$ cat config.mk
export PLATFORM = sky130hd
export DESIGN_NAME = mem_port_arbiter
export DESIGN_NICKNAME = d
export VERILOG_FILES = /design/src/rtl/mem_port_arbiter.sv
export SDC_FILE = /design/constraint.sdc
export NUM_CORES = 1
export LEC_CHECK = 0
export BUFFER_PORTS_ARGS = -buffer_cell sky130_fd_sc_hd__buf_2
export CORE_AREA = 8 8 249 251
export CTS_CLUSTER_DIAMETER = 150
export DETAILED_ROUTE_END_ITERATION = 10
export DIE_AREA = 0 0 257 259
export HOLD_SLACK_MARGIN = 0.08
export SYNTH_ARGS = -nofsm -noshare
export SYNTH_HDL_FRONTEND = slang
export SYNTH_SLANG_ARGS = --single-unit
export TNS_END_PERCENT = 100
$ cat constraint.sdc
create_clock -name clk_i -period 3.7 [get_ports clk_i]
set_input_delay 0.555 -clock clk_i [delete_from_list [all_inputs] [get_ports clk_i]]
set_output_delay 0.555 -clock clk_i [all_outputs]
set_load 0.02 [all_outputs]
$ cat src/rtl/mem_port_arbiter.sv
// rtl/mem_port_arbiter.sv - round-robin arbiter from NrPorts requesters onto one in-order memory port
// Optional sticky protocol checker compiled in with MEM_ARB_ERR_CHECK_EN.
module mem_port_arbiter #(
    parameter int NrPorts        = 3,
    parameter int AddrWidth      = 64,
    parameter int DataWidth      = 64,
    parameter int MaxOutstanding = 7
) (
    input  logic                           clk_i,
    input  logic                           rst_i,
    input  logic [NrPorts-1:0]             req_valid_i,
    output logic [NrPorts-1:0]             req_ready_o,
    input  logic [NrPorts*AddrWidth-1:0]   req_addr_i,
    input  logic [NrPorts-1:0]             req_we_i,
    input  logic [NrPorts*DataWidth-1:0]   req_wdata_i,
    output logic [NrPorts-1:0]             rsp_valid_o,
    output logic [DataWidth-1:0]           rsp_rdata_o,
    output logic                           mem_req_valid_o,
    input  logic                           mem_req_ready_i,
    output logic [AddrWidth-1:0]           mem_req_addr_o,
    output logic                           mem_req_we_o,
    output logic [DataWidth-1:0]           mem_req_wdata_o,
    input  logic                           mem_rsp_valid_i,
    input  logic [DataWidth-1:0]           mem_rsp_rdata_i,
    output logic                           err_o
);
    localparam int IdxW = $clog2(NrPorts);
    localparam int PtrW = (MaxOutstanding > 1) ? $clog2(MaxOutstanding) : 1;
    localparam int CntW = $clog2(MaxOutstanding + 1);

    typedef enum logic {IDLE, HOLD} state_e;

    state_e              state_q, state_d;
    logic [IdxW-1:0]     hold_q, hold_d;
    logic [IdxW-1:0]     last_q, last_d;
    logic [IdxW-1:0]     id_fifo_q [MaxOutstanding];
    logic [PtrW-1:0]     wr_ptr_q, rd_ptr_q;
    logic [CntW-1:0]     count_q;

    logic [IdxW-1:0]     rr_idx;
    logic                rr_found;
    logic [IdxW-1:0]     winner;
    logic                full;
    logic                grant_ok;
    logic                handshake;
    logic                pop;

    function automatic logic [IdxW-1:0] rr_cand(input logic [IdxW-1:0] last, input int off);
        int s;
        s = int'(last) + off;
        if (s >= NrPorts) s = s - NrPorts;
        return IdxW'(s);
    endfunction

    // Scan downward so the candidate closest to last_grant+1 is the one left standing.
    always_comb begin
        rr_idx   = '0;
        rr_found = 1'b0;
        for (int i = NrPorts; i >= 1; i--) begin
            if (req_valid_i[rr_cand(last_q, i)]) begin
                rr_idx   = rr_cand(last_q, i);
                rr_found = 1'b1;
            end
        end
    end

    assign full     = (count_q == CntW'(MaxOutstanding));
    assign grant_ok = rr_found && !full;

    always_ff @(posedge clk_i) begin
        if (rst_i) begin
            state_q <= IDLE;
            hold_q  <= '0;
            last_q  <= IdxW'(NrPorts - 1);
        end else begin
            state_q <= state_d;
            hold_q  <= hold_d;
            last_q  <= last_d;
        end
    end

    always_comb begin
        state_d = state_q;
        hold_d  = hold_q;
        case (state_q)
            IDLE: begin
                if (grant_ok && !mem_req_ready_i) begin
                    state_d = HOLD;
                    hold_d  = rr_idx;
                end
            end
            HOLD: begin
                if (mem_req_ready_i) state_d = IDLE;
            end
            default: state_d = IDLE;
        endcase
    end

    always_comb begin
        winner          = (state_q == HOLD) ? hold_q : rr_idx;
        mem_req_valid_o = !rst_i && ((state_q == HOLD) || grant_ok);
        handshake       = mem_req_valid_o && mem_req_ready_i;
        req_ready_o     = handshake ? (NrPorts'(1) << winner) : '0;
        mem_req_addr_o  = req_addr_i[winner*AddrWidth +: AddrWidth];
        mem_req_wdata_o = req_wdata_i[winner*DataWidth +: DataWidth];
        mem_req_we_o    = req_we_i[winner];
        last_d          = handshake ? winner : last_q;
        pop             = !rst_i && mem_rsp_valid_i && (count_q != '0);
        rsp_valid_o     = pop ? (NrPorts'(1) << id_fifo_q[rd_ptr_q]) : '0;
        rsp_rdata_o     = mem_rsp_rdata_i;
    end

    // In-order ID FIFO: which requester each outstanding response belongs to.
    always_ff @(posedge clk_i) begin
        if (rst_i) begin
            wr_ptr_q <= '0;
            rd_ptr_q <= '0;
            count_q  <= '0;
        end else begin
            if (handshake) begin
                wr_ptr_q <= (wr_ptr_q == PtrW'(MaxOutstanding - 1)) ? '0 : wr_ptr_q + 1'b1;
            end
            if (pop) begin
                rd_ptr_q <= (rd_ptr_q == PtrW'(MaxOutstanding - 1)) ? '0 : rd_ptr_q + 1'b1;
            end
            if (handshake && !pop) count_q <= count_q + 1'b1;
            else if (!handshake && pop) count_q <= count_q - 1'b1;
        end
    end

    always_ff @(posedge clk_i) begin
        if (!rst_i && handshake) id_fifo_q[wr_ptr_q] <= winner;
    end

`ifdef MEM_ARB_ERR_CHECK_EN
    logic err_q;
    always_ff @(posedge clk_i) begin
        if (rst_i) begin
            err_q <= 1'b0;
        end else if ((mem_rsp_valid_i && count_q == '0) ||
                     (state_q == HOLD && !req_valid_i[hold_q])) begin
            err_q <= 1'b1;
        end
    end
    assign err_o = err_q;
`else
    assign err_o = 1'b0;
`endif
endmodule
==> summary.md <==
| Metric | Value |
|---|---|
| Async SR Flop Fraction | `0` |
| Crit path launch type | `register` |
| # port buffers | `529` |
| Pwr Total | `6.50 mW` |
| Final ANT Viol Nets | `0` |
| DIE AREA | `66600 um2` |
| Routed wire per std cell | `17.1 um` |
| Synth top area share | `0.227` |
| Overall routing resource usage | `0.0933` |
| Hold Vio Cnt, Final | `0` |
| Synth Cell Area | `5960 um2` |
| Slowest stage delay, CP | `420 ps` |
| Reg power frac | `0.078` |
| Area after DPL | `9130 um2` |
| Share of layout cells above drive strength 1 | `0.544` |
| Sw Pwr | `3.71 mW` |
| Worst Clk Skew | `5.08 ps` |
| First-pass GRT wire length | `49100 um` |
| Clk root buf | `clkbuf_16` |
| Worst vdd ir | `0.000366 V` |
| Critical path endpoint category | `output pin` |
| Clock Path Buffers | `2` |
| H-tree depth | `2` |
| Number of global-route vias before repair | `8068` |
| Clock Power Share | `0.070` |
| RSZ-0062 raised after global routing | `false` |
| Worst EP arrival | `2960 ps` |
| Avg Cell Area, Syn | `7.23 um2` |
| Achievable Freq | `284 MHz` |
| Req. time, crit path | `3140 ps` |
| CORE AREA | `58200 um2` |
| NumNets Final | `1707` |
| Pre-CTS setup slack | `359 ps` |
| Setup ws final | `184 ps` |
| Initial core utilization | `0.102` |
| Area delta synth->final | `56.6%` |
| Final period util | `0.950` |
| Worst R2R Start | `last_q[0]$_SDFFE_PP0P_` |
| EDFF count, synth | `14` |
| Final core occ | `0.160` |
| Setup Crit Path Kind | `reg2out` |
| TritonRoute pass-1 iters | `5` |
| Via density | `3.94` |
| DP Wirelength | `29700 um` |
| Register bit total from synthesis | `31` |
| Worst Hold Launch | `rd_ptr_q[2]$_SDFFE_PP0P_` |
| Worst path top cell family by delay | `compound AO/OA/AOI/OAI gates` |
| # DRC | `0` |
| Hold Crit Class | `reg2reg` |
| Crit path buffers/inverters | `4` |
| PwrDens | `696 nW/um2` |
| Reg clk slew, reported paths | `50 ps` |
| Number of DRC markers in iteration 0 | `603` |
| Combinational share of power | `0.852` |
| Synth area leaders | `o221ai_2 23%, nand4_1 14%, inv_1 8.8%` |
| Top Ports | `659` |
| GPL Wtd Cong | `0.934` |
| Hold-fix buffers, CTS | `0` |
| Max Cap Viol | `0` |
| Hold_ws | `495 ps` |
| Post-route cell area | `9330 um2` |
| Placed Cells incl. Taps | `2009` |
| Crit path cell chain | `inv_1 > ha_2 > mux2i_1 > o21ai_1 > a211o_4 > and2_4 > buf_12 > buf_4 > o221ai_1 > buf_2` |
| Sequential-to-total area share from yosys stat | `0.128` |
| Yosys cell types | `46` |
| Synth cell count leaders | `140 x inv_1, 140 x nand2_1, 129 x nand4_1, 90 x o221ai_2, 68 x buf_4` |
| Final setup violation count | `0` |
| Fin. max-slew vios | `0` |
| Synth area leader | `o221ai_2` |
| Main synth FF type | `dfxtp_1` |
| CTS tree | `yes` |
| Final WL | `34500 um` |
| Status | `finished, final reports clean` |
| CP max FO | `19` |
| CTS Buf Count | `5` |
| Post-route setup TNS | `0 ps` |
| Die extent in x | `257 um` |
| Clock period minus worst slack | `3520 ps` |
| Critical-path top delay cell | `ha_2` |
| Post-Syn Instances | `825` |
| Via count | `7961` |
| Rows | `89` |
| Remaining Overflow, GRT | `0` |
| LEAKAGE | `4.80 nW` |
| Yosys warns | `0` |
| Initial antenna violation count | `6` |
| Worst-Skew Late Latency | `270 ps` |
| Crit path launch | `last_q[0]$_SDFFE_PP0P_` |
| Die Y-Extent | `259 um` |
| Syn_nets | `1288` |
| Clock Sinks | `31` |
| Internal power | `2.78 mW` |
| Switching share of power | `0.571` |
| Maximum number of pins on one net before global-route repair | `72` |
| Post-route non-filler standard cell count | `2020` |
[sequential cells by signal, indices dropped and copies added, names as in the netlist, named ones only]
name,count
id_fifo_q,14
count_q,3
rd_ptr_q,3
wr_ptr_q,3
hold_q,2
last_q,2
state_q,1
[cells in the final DEF (no fill, tap or decap), types with 3 or more instances in the layout]
master     synthesis  layout
o221ai_2          90      90
nand2_1          140     139
inv_1            140     140
a21oi_1            9       9
o21ai_0            7       7
mux2i_1            7       7
clkbuf_16          0       5
nor3_1            10      10
buf_2             15     529
dfxtp_1           17      16
o21ai_1            3       3
and3_1             3       3
buf_4             68      22
nor2_1            17      17
ha_1               4       3
nand4_1          129     129
edfxtp_1          14      14
nor3b_1            3       3
buf_12             0      14
o221ai_1          39      39
[power by group through the flow]
| stage | combinational, mW | sequential (mW) | clock [mW] |
|---|---|---|---|
| 2_1_floorplan | 3.80 | 0.484 | 0 |
| 3_3_place_gp | 5.51 | 0.513 | 0 |
| 3_5_place_dp | 5.52 | 0.512 | 0 |
| 4_1_cts | 5.53 | 0.507 | 0.460 |
| 5_1_grt | 5.97 | 0.522 | 0.472 |
| 6_report | 5.54 | 0.508 | 0.452 |
[cell families (layout without fill, tap and decap cells)]
logic type      Yosys count  count (layout)  share of synthesized area
compound gates          164             164                      0.325
flops                    31              31                      0.128
other cells               1               3                   0.000629
mux                      11              11                     0.0231
xor+xnor                  2               2                    0.00294
simple gates            315             315                      0.264
fa+ha+maj                 5               5                     0.0118
buf+inv                 296             716                      0.245
[per-layer routing]
metal  share of wire  vias up  GRT usage
met5               0        -          0
met4           0.023        0     0.0239
met3            0.12       40     0.0432
met2            0.49      475      0.162
met1            0.37     3652      0.102
li1                -     3794          -
[layout make-up]
| type | count | area [um2] |
|---|---|---|
| diodes | 2 | 5.00 |
| clock buffers | 5 | 125 |
| clock inverters | 3 | 38.8 |
| fillers | 6729 | 48900 |
| inverters | 141 | 529 |
| multi-input cells | 498 | 3770 |
| flip-flops and latches | 31 | 762 |
| well taps | 773 | 967 |
| repair buffers | 567 | 3130 |
[final timing paths]
| kind | slack, ps | cells past startpoint | to |
|---|---|---|---|
| worst max-delay path | 180 | 10 | mem_req_addr_o[58] |
| worst min-delay path | 490 | 2 | rd_ptr_q[2]$_SDFFE_PP0P_ |
| worst max register to register | 640 | 13 | count_q[2]$_SDFFE_PP0P_ |
| worst min register to register | 490 | 2 | rd_ptr_q[2]$_SDFFE_PP0P_ |
[worst register-to-register path: cells and delay by family, from the launching register on]
kind,cells,cell delay (ps)
adders and majority gates,3,840
xor gates and xnor gates,1,160
AOI/OAI and AO/OA,3,660
DFF,1,390
buffers and inverters,3,250
and+or+nand+nor,3,710
[timing repair]
item | in CTS | in global routing
buffers inserted | 0 | 1
endpoints found under the setup margin | 0 | 38
resized for setup | 0 | 4
(Power assumes the default switching activity.)
